[config.mk]
export PLATFORM = sky130hd
export DESIGN_NAME = mouse_sprite_loader_flat
export DESIGN_NICKNAME = d
export VERILOG_FILES = /design/src/rtl/mouse_pkg.sv /design/src/rtl/mouse_sprite_loader_if.sv /design/src/rtl/mouse_addr_cnt.sv /design/src/rtl/mouse_sprite_loader.sv /design/src/flat_wrapper.sv
export SDC_FILE = /design/constraint.sdc
export NUM_CORES = 1
export LEC_CHECK = 0
export CORE_ASPECT_RATIO = 1.25
export CORE_MARGIN = 2
export CORE_UTILIZATION = 53
export CTS_BUF_LIST = sky130_fd_sc_hd__clkbuf_8
export DETAILED_ROUTE_END_ITERATION = 16
export GPL_TIMING_DRIVEN = 1
export PLACE_DENSITY = 0.91
export SETUP_SLACK_MARGIN = 0.05
export SLEW_MARGIN = 20
export SYNTH_ARGS = -nofsm -noshare
export SYNTH_HDL_FRONTEND = slang
export SYNTH_SLANG_ARGS = --single-unit
[constraint.sdc]
create_clock -name clk -period 6.24 [get_ports clk]
set_clock_uncertainty 0.15 [all_clocks]
set_input_delay 0.936 -clock clk [delete_from_list [all_inputs] [get_ports clk]]
set_output_delay 0.936 -clock clk [all_outputs]
set_load 0.005 [all_outputs]
[src/rtl/mouse_pkg.sv]
`timescale 1ns/1ps
`default_nettype none
// ============================================================================
//  Module      : mouse_pkg
//  Description : Shared sprite geometry constants and the loader state type.
//                The RUN state exists only when MOUSE_SPRITE_LOADER_RLE_EN
//                is defined.
//  Revision    : 1.0  initial release
// ============================================================================
package mouse_pkg;

    localparam int SPRITE_W  = 64;
    localparam int SPRITE_H  = 64;
    localparam int RAM_DEPTH = SPRITE_W * SPRITE_H;
    localparam int ADDR_W    = $clog2(RAM_DEPTH);
    localparam int RUN_W     = 8;

`ifdef MOUSE_SPRITE_LOADER_RLE_EN
    typedef enum logic [1:0] {
        ST_IDLE = 2'd0,
        ST_LOAD = 2'd1,
        ST_FILL = 2'd2,
        ST_RUN  = 2'd3
    } state_t;
`else
    typedef enum logic [1:0] {
        ST_IDLE = 2'd0,
        ST_LOAD = 2'd1,
        ST_FILL = 2'd2
    } state_t;
`endif

endpackage
`default_nettype wire

[src/rtl/mouse_sprite_loader_if.sv]
`timescale 1ns/1ps
`default_nettype none
// ============================================================================
//  Module      : mouse_sprite_loader_if
//  Description : Pixel stream (valid/ready + run length) and sprite RAM
//                write port. The loader is the slave; the stream source /
//                RAM side is the master.
//  Revision    : 1.0  initial release
// ============================================================================
interface mouse_sprite_loader_if
    import mouse_pkg::*;
#(
    parameter int CD   = 12,
    parameter int ADDR = 12
) ();

    logic             s_valid;
    logic [CD-1:0]    s_data;
    logic [RUN_W-1:0] s_run;
    logic             s_ready;
    logic             we;
    logic [ADDR-1:0]  addr_w;
    logic [CD-1:0]    pixel_in;

    modport master (
        output s_valid, s_data, s_run,
        input  s_ready, we, addr_w, pixel_in
    );

    modport slave (
        input  s_valid, s_data, s_run,
        output s_ready, we, addr_w, pixel_in
    );

endinterface
`default_nettype wire

[src/rtl/mouse_addr_cnt.sv]
`timescale 1ns/1ps
`default_nettype none
// ============================================================================
//  Module      : mouse_addr_cnt
//  Description : Sprite write-address counter (clear, saturating increment,
//                terminal-count flag) plus run-length down-counter.
//  Revision    : 1.0  initial release
// ============================================================================
module mouse_addr_cnt
    import mouse_pkg::*;
#(
    parameter int ADDR = ADDR_W
) (
    input  wire logic             clk,
    input  wire logic             reset_n,
    input  wire logic             clr_i,
    input  wire logic             inc_i,
    input  wire logic             run_load_i,
    input  wire logic [RUN_W-1:0] run_val_i,
    input  wire logic             run_dec_i,
    output logic [ADDR-1:0]       addr_o,
    output logic                  tc_o,
    output logic                  run_last_o
);

    logic [ADDR-1:0]  cnt_q, cnt_d;
    logic [RUN_W-1:0] run_q, run_d;

    // Next address: clear on a new command, otherwise step once per write
    // and stick at the last address so a second pass can never start.
    always_comb begin
        cnt_d = cnt_q;
        if (clr_i) begin
            cnt_d = '0;
        end else if (inc_i && !tc_o) begin
            cnt_d = cnt_q + ADDR'(1);
        end
    end

    // Remaining repeat writes of the current run.
    always_comb begin
        run_d = run_q;
        if (run_load_i) begin
            run_d = run_val_i;
        end else if (run_dec_i && (run_q != '0)) begin
            run_d = run_q - RUN_W'(1);
        end
    end

    // Counter registers.
    always_ff @(posedge clk or negedge reset_n) begin
        if (!reset_n) begin
            cnt_q <= '0;
            run_q <= '0;
        end else begin
            cnt_q <= cnt_d;
            run_q <= run_d;
        end
    end

    assign addr_o     = cnt_q;
    assign tc_o       = &cnt_q;
    assign run_last_o = (run_q == RUN_W'(1));

endmodule
`default_nettype wire

[src/rtl/mouse_sprite_loader.sv]
`timescale 1ns/1ps
`default_nettype none
// ============================================================================
//  Module      : mouse_sprite_loader
//  Description : Fills or stream-loads a 64x64 mouse sprite RAM, one write
//                per cycle, with done pulse on the final address and abort.
//                Define MOUSE_SPRITE_LOADER_RLE_EN to expand each stream beat
//                into s_run+1 writes (RUN state).
//  Revision    : 1.0  initial release
// ============================================================================
module mouse_sprite_loader
    import mouse_pkg::*;
#(
    parameter int            CD        = 12,
    parameter int            ADDR      = ADDR_W,
    parameter logic [CD-1:0] KEY_COLOR = '0
) (
    input  wire logic          clk,
    input  wire logic          reset_n,
    input  wire logic          cmd_load,
    input  wire logic          cmd_fill,
    input  wire logic          cmd_abort,
    input  wire logic [CD-1:0] fill_color,
    output logic               busy,
    output logic               done,
    mouse_sprite_loader_if.slave bus
);

    state_t          state_q;
    logic            we_q;
    logic            busy_q;
    logic            done_q;
    logic            s_ready_q;
    logic [ADDR-1:0] addr_w_q;
    logic [CD-1:0]   pixel_in_q;
    logic [CD-1:0]   color_q;

    logic [ADDR-1:0] cnt;
    logic            cnt_tc;
    logic            run_last;
    logic            accept;
    logic            start;
    logic            wr_en;
    logic            run_load;
    logic            run_dec;

    // s_ready_q is only ever high in LOAD, so this is a LOAD-state beat.
    assign accept = bus.s_valid & s_ready_q;
    assign start  = (state_q == ST_IDLE) & (cmd_load | cmd_fill);

    // Decide whether this cycle writes RAM; abort suppresses everything.
    always_comb begin
        wr_en    = 1'b0;
        run_load = 1'b0;
        run_dec  = 1'b0;
        case (state_q)
            ST_LOAD: begin
                wr_en = accept;
`ifdef MOUSE_SPRITE_LOADER_RLE_EN
                run_load = accept;
`endif
            end
            ST_FILL: wr_en = 1'b1;
`ifdef MOUSE_SPRITE_LOADER_RLE_EN
            ST_RUN: begin
                wr_en   = 1'b1;
                run_dec = 1'b1;
            end
`endif
            default: ;
        endcase
        if (cmd_abort) begin
            wr_en    = 1'b0;
            run_load = 1'b0;
            run_dec  = 1'b0;
        end
    end

    mouse_addr_cnt #(
        .ADDR (ADDR)
    ) u_cnt (
        .clk        (clk),
        .reset_n    (reset_n),
        .clr_i      (start),
        .inc_i      (wr_en),
        .run_load_i (run_load),
        .run_val_i  (bus.s_run),
        .run_dec_i  (run_dec),
        .addr_o     (cnt),
        .tc_o       (cnt_tc),
        .run_last_o (run_last)
    );

`ifndef MOUSE_SPRITE_LOADER_RLE_EN
    logic unused_run_last;
    assign unused_run_last = run_last;
`endif

    // Control FSM with registered write port, handshake and status outputs.
    always_ff @(posedge clk or negedge reset_n) begin
        if (!reset_n) begin
            state_q    <= ST_IDLE;
            we_q       <= 1'b0;
            addr_w_q   <= '0;
            pixel_in_q <= '0;
            color_q    <= KEY_COLOR;
            busy_q     <= 1'b0;
            done_q     <= 1'b0;
            s_ready_q  <= 1'b0;
        end else begin
            we_q   <= 1'b0;
            done_q <= 1'b0;
            if (cmd_abort && (state_q != ST_IDLE)) begin
                state_q   <= ST_IDLE;
                busy_q    <= 1'b0;
                s_ready_q <= 1'b0;
            end else begin
                if (wr_en) begin
                    we_q       <= 1'b1;
                    addr_w_q   <= cnt;
                    pixel_in_q <= (state_q == ST_LOAD) ? bus.s_data : color_q;
                end
                if (wr_en && cnt_tc) begin
                    // Final address written: finish regardless of any run.
                    state_q   <= ST_IDLE;
                    done_q    <= 1'b1;
                    busy_q    <= 1'b0;
                    s_ready_q <= 1'b0;
                end else begin
                    case (state_q)
                        ST_IDLE: begin
                            if (cmd_fill) begin
                                state_q <= ST_FILL;
                                color_q <= fill_color;
                                busy_q  <= 1'b1;
                            end else if (cmd_load) begin
                                state_q   <= ST_LOAD;
                                busy_q    <= 1'b1;
                                s_ready_q <= 1'b1;
                            end
                        end
                        ST_LOAD: begin
`ifdef MOUSE_SPRITE_LOADER_RLE_EN
                            if (accept && (bus.s_run != '0)) begin
                                state_q   <= ST_RUN;
                                color_q   <= bus.s_data;
                                s_ready_q <= 1'b0;
                            end
`endif
                        end
`ifdef MOUSE_SPRITE_LOADER_RLE_EN
                        ST_RUN: begin
                            if (run_last) begin
                                state_q   <= ST_LOAD;
                                s_ready_q <= 1'b1;
                            end
                        end
`endif
                        default: ;
                    endcase
                end
            end
        end
    end

    assign busy         = busy_q;
    assign done         = done_q;
    assign bus.s_ready  = s_ready_q;
    assign bus.we       = we_q;
    assign bus.addr_w   = addr_w_q;
    assign bus.pixel_in = pixel_in_q;

endmodule
`default_nettype wire

[src/flat_wrapper.sv]
// flat-port wrapper written by rule: the top's interface ports become plain ports
module mouse_sprite_loader_flat import mouse_pkg::*;
#(
    parameter int            CD        = 12,
    parameter int            ADDR      = ADDR_W,
    parameter logic [CD-1:0] KEY_COLOR = '0
)
  (clk, reset_n, cmd_load, cmd_fill, cmd_abort, fill_color, busy, done, bus_s_valid, bus_s_data, bus_s_run, bus_s_ready, bus_we, bus_addr_w, bus_pixel_in);
  mouse_sprite_loader_if #(.CD(CD), .ADDR(ADDR)) bus_i ();
  input  wire logic clk;
  input  wire logic reset_n;
  input  wire logic cmd_load;
  input  wire logic cmd_fill;
  input  wire logic cmd_abort;
  input  wire logic [CD-1:0] fill_color;
  output logic busy;
  output logic done;
  input wire logic [$bits(bus_i.s_valid)-1:0] bus_s_valid;
  input wire logic [$bits(bus_i.s_data)-1:0] bus_s_data;
  input wire logic [$bits(bus_i.s_run)-1:0] bus_s_run;
  output wire logic [$bits(bus_i.s_ready)-1:0] bus_s_ready;
  output wire logic [$bits(bus_i.we)-1:0] bus_we;
  output wire logic [$bits(bus_i.addr_w)-1:0] bus_addr_w;
  output wire logic [$bits(bus_i.pixel_in)-1:0] bus_pixel_in;
  assign bus_i.s_valid = bus_s_valid;
  assign bus_i.s_data = bus_s_data;
  assign bus_i.s_run = bus_s_run;
  assign bus_s_ready = bus_i.s_ready;
  assign bus_we = bus_i.we;
  assign bus_addr_w = bus_i.addr_w;
  assign bus_pixel_in = bus_i.pixel_in;
  mouse_sprite_loader #(.CD(CD), .ADDR(ADDR), .KEY_COLOR(KEY_COLOR)) u_core (.clk(clk), .reset_n(reset_n), .cmd_load(cmd_load), .cmd_fill(cmd_fill), .cmd_abort(cmd_abort), .fill_color(fill_color), .busy(busy), .done(done), .bus(bus_i));
endmodule
**Word-level counts from Yosys, hierarchy flattened**

Cells that the tools add are included.

- Output and inout bits: 28
- Flip-flop bits (word level): 54
- Word-level logic and storage cells: 56
- Input port bits: 38

- Add/sub/neg operators: 1
- Bitwise logic cells: 5
- Reduce and logical (&&, ||, !) cells: 15
- Equal/unequal tests: 3
- Mux-type cells: 23

Operators with widths:

| cell | count |
|---|---|
| two-way mux 12 bit | 3 |
| two-way mux 1 bit | 14 |
| adder 12 x 1 -> 12 bit (second input constant) | 1 |
| AND reduction 12 bit | 1 |
| two-way mux 2 bit | 5 |
| nonzero test 3 bit | 2 |
| AND reduction 2 bit | 2 |
| AND reduction 4 bit | 1 |
| nonzero test 2 bit | 2 |
| nonzero test 4 bit | 1 |
| logical AND 1 bit | 3 |
| inequality test 3 x 1 -> 1 bit (second input constant) | 1 |
| AND reduction 3 bit | 1 |
| AND 1 bit | 2 |
| == test 2 x 1 -> 1 bit (second input constant) | 1 |
| == test 2 bit (second input constant) | 1 |
| logical NOT 2 bit | 1 |
| NOT 1 bit | 2 |
| case mux 1 bit (2 select lines) | 1 |
| logical NOT 1 bit | 1 |
| bitwise OR 1 bit | 1 |

**Logic depth before layout (Yosys ltp)**

Gate-level depths: netlist of the first run.

- Depth in word-level cells: 6
- Depth in mapped cells: 10
- Mapped depth without buffers: 7

**By module**

A second synthesis of the first run with hierarchy kept.

- Cell total of the unflattened synthesis: 240
- Area, all modules: 3004.1 µm²

By module, submodules not included:

| module | area each (µm²) | times used | seq. area each (µm²) | cells each |
|---|---|---|---|---|
| mouse_sprite_loader | 1849.3 | 1 | 1051.0 | 121 |
| mouse_addr_cnt | 1154.9 | 1 | 500.5 | 119 |

**Worst setup path before layout of the first run**

OpenSTA, ideal clock, no wires.

- Path kind: input to register
- Start point: input port cmd_abort
- End point: register u_core.u_cnt.cnt_q[11], in the netlist u_core.u_cnt.addr_o[11]
- Setup time: 78 ps
- Arrival time: 2165 ps
- Cell stages on the path: 5
- Setup slack: 3847 ps
- Required time: 6012 ps
- Path buffers: 1
- Cell sequence: nand2b_1 or3_1 buf_2 or4_1 a21oi_1

- Word-level cells in the longest chain between the ends: 3

RTL lines:

| item | line | source |
|---|---|---|
| start: declaration | flat_wrapper.sv:14 | `input wire logic cmd_abort;` |
| two-way mux 1 bit | mouse_sprite_loader.sv:72 | `if (cmd_abort) begin` |
| logical AND 1 bit | mouse_addr_cnt.sv:35 | `end else if (inc_i && !tc_o) begin` |
| nonzero test 2 bit (no source line) | - |  |
| end signal: assignment | mouse_addr_cnt.sv:56 | `cnt_q <= cnt_d;` |
| end: declaration | mouse_addr_cnt.sv:26 | `logic [ADDR-1:0] cnt_q, cnt_d;` |

No other way between the ends.
A chain may end at the register's enable or synchronous reset.

**Worst setup path in the final report of the first run**

- Start point: register u_core.state_q[1]
- End point: register u_core.u_cnt.cnt_q[9], in the netlist u_core.u_cnt.addr_o[9]

- Word-level cells in the longest chain between the ends: 5
- Elaborated cells between the ends (all ways): 9
- Those cells by class: eq/ne (2); mux (3); bitwise (1); reduce/logical (3)

RTL lines:

| item | line | source |
|---|---|---|
| start: declaration | mouse_sprite_loader.sv:29 | `state_t state_q;` |
| start signal: assignment | mouse_sprite_loader.sv:102 | `state_q <= ST_IDLE;` |
| start signal: assignment | mouse_sprite_loader.sv:114 | `state_q <= ST_IDLE;` |
| start signal: assignment | mouse_sprite_loader.sv:125 | `state_q <= ST_IDLE;` |
| == test 2 bit / == test 2 x 1 -> 1 bit (equally long branches) | mouse_sprite_loader.sv:56 | `case (state_q)` |
| case mux 1 bit (2 select lines) | mouse_sprite_loader.sv:56 |  |
| two-way mux 1 bit | mouse_sprite_loader.sv:72 |  |
| logical AND 1 bit | mouse_addr_cnt.sv:35 |  |
| nonzero test 2 bit (no source line) | - |  |

Parallel ways exist; a longest one is shown, timed or not.

==> results of run 1 <==
==> cells in the mapped netlist, types with 2 or more instances <==
master    count
clkbuf_1      9
nor3_1        3
or3_1         5
nand4_1       2
nand2b_1      4
buf_2         2
mux2i_1      13
dfrtp_1      54
ha_1          4
nand2_1      52
nor2_1        5
or4_1         6
o21ai_0      19
a21oi_1      12
nand3_1       6
o31ai_1       5
o41ai_1       2
inv_1         3
mux2_2       12
==> kinds of logic after synthesis <==
logic type | share of synthesized area [%]
mux | 11.0
buf+inv | 2.58
fa+ha+maj | 2.07
flops | 55.8
compound gates | 11.5
simple gates | 17.1
==> layout make-up <==
cell class	instances	area share [%]
Clock buffer	6	2.65
Inverter	3	0.362
Multi-Input combinational cell	163	32.6
Sequential cell	54	43.4
Tap cell	58	2.33
Timing Repair Buffer	59	18.6
==> cell usage in the layout, fill, tap and decap left out, drive strengths merged, types with 3 or more instances in the layout <==
master,count
clkdlybuf4s50,56
dfrtp,54
nand2,52
o21ai,19
mux2i,13
mux2,12
a21oi,12
nand3,6
or4,6
clkbuf,6
or3,5
o31ai,5
nor2,5
nand2b,4
ha,4
inv,3
nor3,3
buf,3
==> per-stage QoR <==
step,util [%],cells,setup slack [ns],area [µm²]
6_report,70.9,343,3.35,3110
5_1_grt,70.9,343,3.20,3110
4_1_cts,70.7,343,3.16,3110
3_5_place_dp,68.8,337,2.83,3020
3_3_place_gp,68.8,337,2.91,3020
2_1_floorplan,-,232,3.85,2420
==> tightest hold or removal path, cell delays in order, from the launching register on <==
cell and delay, ns:
dfrtp_1 0.35, nand2_1 0.05, nand2_1 0.05
==> power by group through the flow <==
| stage | registers, mW | logic, mW | clock network [mW] |
|---|---|---|---|
| final | 0.505 | 0.399 | 0.188 |
| after global routing | 0.514 | 0.441 | 0.204 |
| after CTS | 0.505 | 0.402 | 0.190 |
| after detailed placement | 0.510 | 0.395 | 0 |
| after global placement | 0.504 | 0.375 | 0 |
| after floorplan | 0.500 | 0.227 | 0 |
==> flip-flops by register name, indices dropped and copies added, names as in the netlist <==
signal / flops
u_core.bus.addr_w: 12
u_core.bus.pixel_in: 12
u_core.bus.s_ready: 1
u_core.bus.we: 1
u_core.busy: 1
u_core.color_q: 12
u_core.done: 1
u_core.state_q: 2
u_core.u_cnt.addr_o: 12
==> worst max path at each step <==
stage | start | end | cells past startpoint
2_1_floorplan | cmd_abort | u_core.u_cnt.addr_o[11] | 5
3_3_place_gp | bus_s_valid | u_core.color_q[7] | 5
3_5_place_dp | bus_s_valid | u_core.color_q[11] | 5
4_1_cts | bus_s_valid | u_core.color_q[7] | 5
5_1_grt | u_core.state_q[1] | u_core.u_cnt.addr_o[9] | 6
6_report | u_core.state_q[1] | u_core.u_cnt.addr_o[9] | 6
==> metal layers <==
metal / track usage (%) / part of all wire, % / vias to the layer above
li1: - / - / 923
met1: 24.2 / 39 / 931
met2: 40.2 / 53 / 77
met3: 5.08 / 5.8 / 10
met4: 8.30 / 2.2 / 0
met5: 0 / 0 / -
==> impl_metrics.ini, run 1 <==
[outcome]
status = finished clean

[detailed_routing]
routedWlPerCell_um = 15.2
dr.pass1.iters = 4
drtIter0Drc = 95
vias_per_cell = 5.66
ant_nets = 0
drcViolationCount = 0
via_count = 1941
wirelength_mm = 5.21

[timing]
fmax_mhz = 347
finalHoldViolCount = 0
drv_slew = 0
setup-violations-final = 0
slew_headroom_pct = 47.7
fin_tns_setup_ns = 0
period_share_pct = 46.2
tightest_slew_ns = 0.785
rsz0062_at_grt = false
layout_min_cycle_time_ns = 2.89
holdWs_ns = 0.325

[logic_synthesis]
synth_top_area_cell = dfrtp_1
syn_inst = 232
synth_cell_types = 33
netlist_area_mm2 = 0.00242
synth-async-reset-ratio_pct = 100
synth_enable_flop_cells = 0
avgSynthCellArea_um2 = 10.4
yosys_warnings = 0
synth.area.top_cells = dfrtp_1, nand2_1, mux2_2
synth_top_area_share_pct = 55.8
syn_nets = 274
synth_ff_type = dfrtp_1
ys_seq_area_share_pct = 55.8
synth_seq_cells = 54

[cts]
clk_latency_ns = 0.30
clockBufferDepth = 2
cts_resized = 0
cts_tree = done
cts-root-buf = clkbuf_8
h-tree-depth = 2
clkSlewWorstSetupHoldPaths_ns = 0.09
post-cts-setup-buffers = 0
hold_buffers = 0
clock-sinks = 54
cts_made_buffers = 5

[power]
seq_power_share_pct = 46.2
peakVddDrop_v = 0.000209
internal_power_uw = 740
fin_total_pwr_mw = 1.09
leakage_nw = 1.32
powerDensity_mw_per_mm2 = 350
pwr-share-comb_pct = 36.6
switchingPower_uw = 351
clkPwrFrac_pct = 17.2
switching_share_pct = 32.2

[worst_hold_path]
holdCritStartpoint = u_core.bus.addr_w[6]
whs_path_depth = 2
hp-class = flip-flop to flip-flop
holdPathEnd = u_core.bus.addr_w[6]

[setup_path]
endpoint_kind = flip-flop
cp_top_family = simple AND/OR/NAND/NOR gates
crit_slowest_cell = ha_1
rrSetupSlack_ns = 3.35
ff2ff_path_depth = 6
r2r-start = u_core.state_q[1]
path_cells = inv_1 > ha_1 > a31oi_4 > or3_1 > or4_1 > a21oi_1
path_max_fanout = 13
cp_data_arrival_time_ns = 2.95
critical_path_class = flip-flop to flip-flop
cp-start-kind = flip-flop
r2r-end = u_core.u_cnt.addr_o[9]
max_stage_delay_ns = 0.69
cp_data_required_time_ns = 6.30
path_buf_inv = 1

[place]
port-buffer-count = 57
gp_congestion = 0.785
dp_hpwl_mm = 3.61

[final_layout]
regArea_mm2 = 0.00135
antenna_cells = 0
n_fill_cell = 322
area.growth.synth_to_final_pct = 28.6
layout-drive-gt1-share_pct = 8.42
multi_input_area_mm2 = 0.00102
nets = 328

[grt]
grt_max_degree = 55
grt_usage_pct = 21.8
grt_remaining_overflow = 0
antenna_found_initial = 0
first_global_vias = 1930
grt_pass1_wl_mm = 8.63

[floorplanning]
start_util_pct = 55.1
die_x_um = 64.5
die_area_mm2 = 0.00513
fp-row-count = 27
core_mm2 = 0.00439
die_h_um = 79.6
ios = 66

[job]
drv_cap = 0
Power figures use the tool's default switching activity.
==> inputs of run 2 (changes only) <==
Settings changed: CORE_UTILIZATION 53 to 45, PLACE_DENSITY 0.91 to 0.82.
Clock period 6.24 ns to 2.6 ns, I/O delays scaled along.
==> run 2 against run 1 <==
- hold slack better by 0.0024 ns
- cell count is 5.0% higher
- via count stayed put
- final area is 4.0% higher
- maximum frequency is 25% higher
- utilization is 7.6 points lower
- flip-flop and latch count stayed put
- largest cell class unchanged
==> impl_metrics.ini, run 2 (synthesis results as in run 1) <==
[grt]
grt_remaining_overflow = 0
grt_max_degree = 31
grt_usage_pct = 17.4
antenna_found_initial = 0
grt_pass1_wl_mm = 8.40
first_global_vias = 1908

[final_layout]
n_fill_cell = 409
nets = 339
layout-drive-gt1-share_pct = 11.7
final_cell_mix = clkdlybuf4s50_1, dfrtp_1, nand2_1
antenna_cells = 0
final_common_cell = clkdlybuf4s50_1
fin_cells = 360
area.growth.synth_to_final_pct = 33.7

[setup_path]
cp_data_required_time_ns = 2.67
r2r-start = u_core.state_q[0]
path_cells = inv_1 > ha_1 > nand2b_1 > buf_4 > or3_1 > or4_1 > a21oi_1
cp_top_family = simple AND/OR/NAND/NOR gates
path_max_fanout = 10
max_stage_delay_ns = 0.51
ff2ff_path_depth = 7
endpoint_kind = flip-flop
crit_slowest_cell = or4_1
cp_data_arrival_time_ns = 2.39
path_buf_inv = 2
r2r-end = u_core.u_cnt.addr_o[11]
critical_path_class = flip-flop to flip-flop
cp-start-kind = flip-flop
rrSetupSlack_ns = 0.28

[place]
dp_cells = 351
dp_hpwl_mm = 3.66
gp_congestion = 0.852
place_ws_ns = -0.160
port-buffer-count = 57

[detailed_routing]
ant_nets = 0
via_count = 1941
routedWlPerCell_um = 13.4
drtIter0Drc = 88
dr.pass1.iters = 4
vias_per_cell = 5.39
wirelength_mm = 4.84
drcViolationCount = 0

[power]
pwr-share-comb_pct = 35.7
switching_share_pct = 30.5
switchingPower_uw = 825
clkPwrFrac_pct = 19.9
leakage_nw = 1.39
seq_power_share_pct = 44.4
peakVddDrop_v = 0.000477
powerDensity_mw_per_mm2 = 836
internal_power_mw = 1.88

[cts]
hold_buffers = 1
cts_tree = done
clockBufferDepth = 2
clk_latency_ns = 0.30
clock-sinks = 54
cts-root-buf = clkbuf_8
clkSlewWorstSetupHoldPaths_ns = 0.09
post-cts-setup-buffers = 0
cts_resized = 0
cts_made_buffers = 5
h-tree-depth = 2

[timing]
setup-violations-final = 0
rsz0062_at_grt = false
finalHoldViolCount = 0
period_share_pct = 89.0
slew_headroom_pct = 55.9
drv_slew = 0
fmax_mhz = 432
layout_min_cycle_time_ns = 2.32
holdWs_ns = 0.327
setup_ws_ns = 0.285
tightest_slew_ns = 0.662

[worst_hold_path]
hp-class = flip-flop to flip-flop
holdPathEnd = u_core.bus.addr_w[11]
whs_path_depth = 2
holdCritStartpoint = u_core.bus.addr_w[11]

[floorplanning]
die_x_um = 69.6
ios = 66
start_util_pct = 47.3
core_mm2 = 0.00512
die_area_mm2 = 0.00599
die_h_um = 86.0
fp-row-count = 29

[job]
drv_cap = 0

[outcome]
status = finished clean
-- run 2: cell count changes in the layout (fill, tap and decap cells not counted), sizes merged --
cell         change
buf             +10
dlygate4sd3      +1
bufinv           +1
clkinv           +2
clkbuf           -1
-- run 2: worst min-delay path, delay by kind of cell, from the launching register on --
family / cells / cell delay (ns)
flops: 1 / 0.35
simple gates: 2 / 0.10
-- run 2: worst max-delay path by stage --
stage / from / end / slack, ns / cells after the start
after floorplan: u_core.state_q[1] / u_core.u_cnt.addr_o[11] / 0.47 / 8
after global placement: bus_s_valid / u_core.color_q[10] / -0.15 / 5
after detailed placement: bus_s_valid / u_core.color_q[5] / -0.16 / 5
after CTS: u_core.state_q[0] / u_core.color_q[5] / 0.05 / 6
after global routing: u_core.state_q[0] / u_core.u_cnt.addr_o[11] / 0.15 / 7
final: u_core.state_q[0] / u_core.u_cnt.addr_o[11] / 0.28 / 7
-- run 2: layer usage --
metal	GRT usage (%)	routed length, µm	vias to the layer above
met5	0	0	-
met4	7.66	87	0
met3	4.47	280	9
met2	30.2	2450	57
met1	20.5	2020	927
li1	-	-	948
-- run 2: stage by stage --
step	area (µm²)	util [%]	power [mW]	TNS, ns
final	3240	63.3	2.71	0
after global routing	3240	63.3	2.90	0
after CTS	3230	63.2	2.74	0
after detailed placement	3120	60.9	2.20	-1.81
after global placement	3120	60.9	2.16	-1.74
after floorplan	2420	-	1.75	0
-- run 2: cell type report --
class	instances	area (µm²)	share of cell area, %
Multi-Input combinational cell	163	1010	31.2
Timing Repair Buffer	70	678	20.9
Tap cell	62	77.6	2.40
Clock inverter	3	40.0	1.24
Inverter	3	11.3	0.348
Sequential cell	54	1350	41.7
Clock buffer	5	68.8	2.13
-- run 2: power by group through the flow --
stage               Clock, mW  Sequential, mW  Combinational, mW
floorplan                   0            1.20              0.545
global placement            0            1.21              0.944
detailed placement          0            1.22              0.977
CTS                     0.559            1.20              0.980
global route            0.589            1.23               1.08
finish                  0.538            1.20              0.965
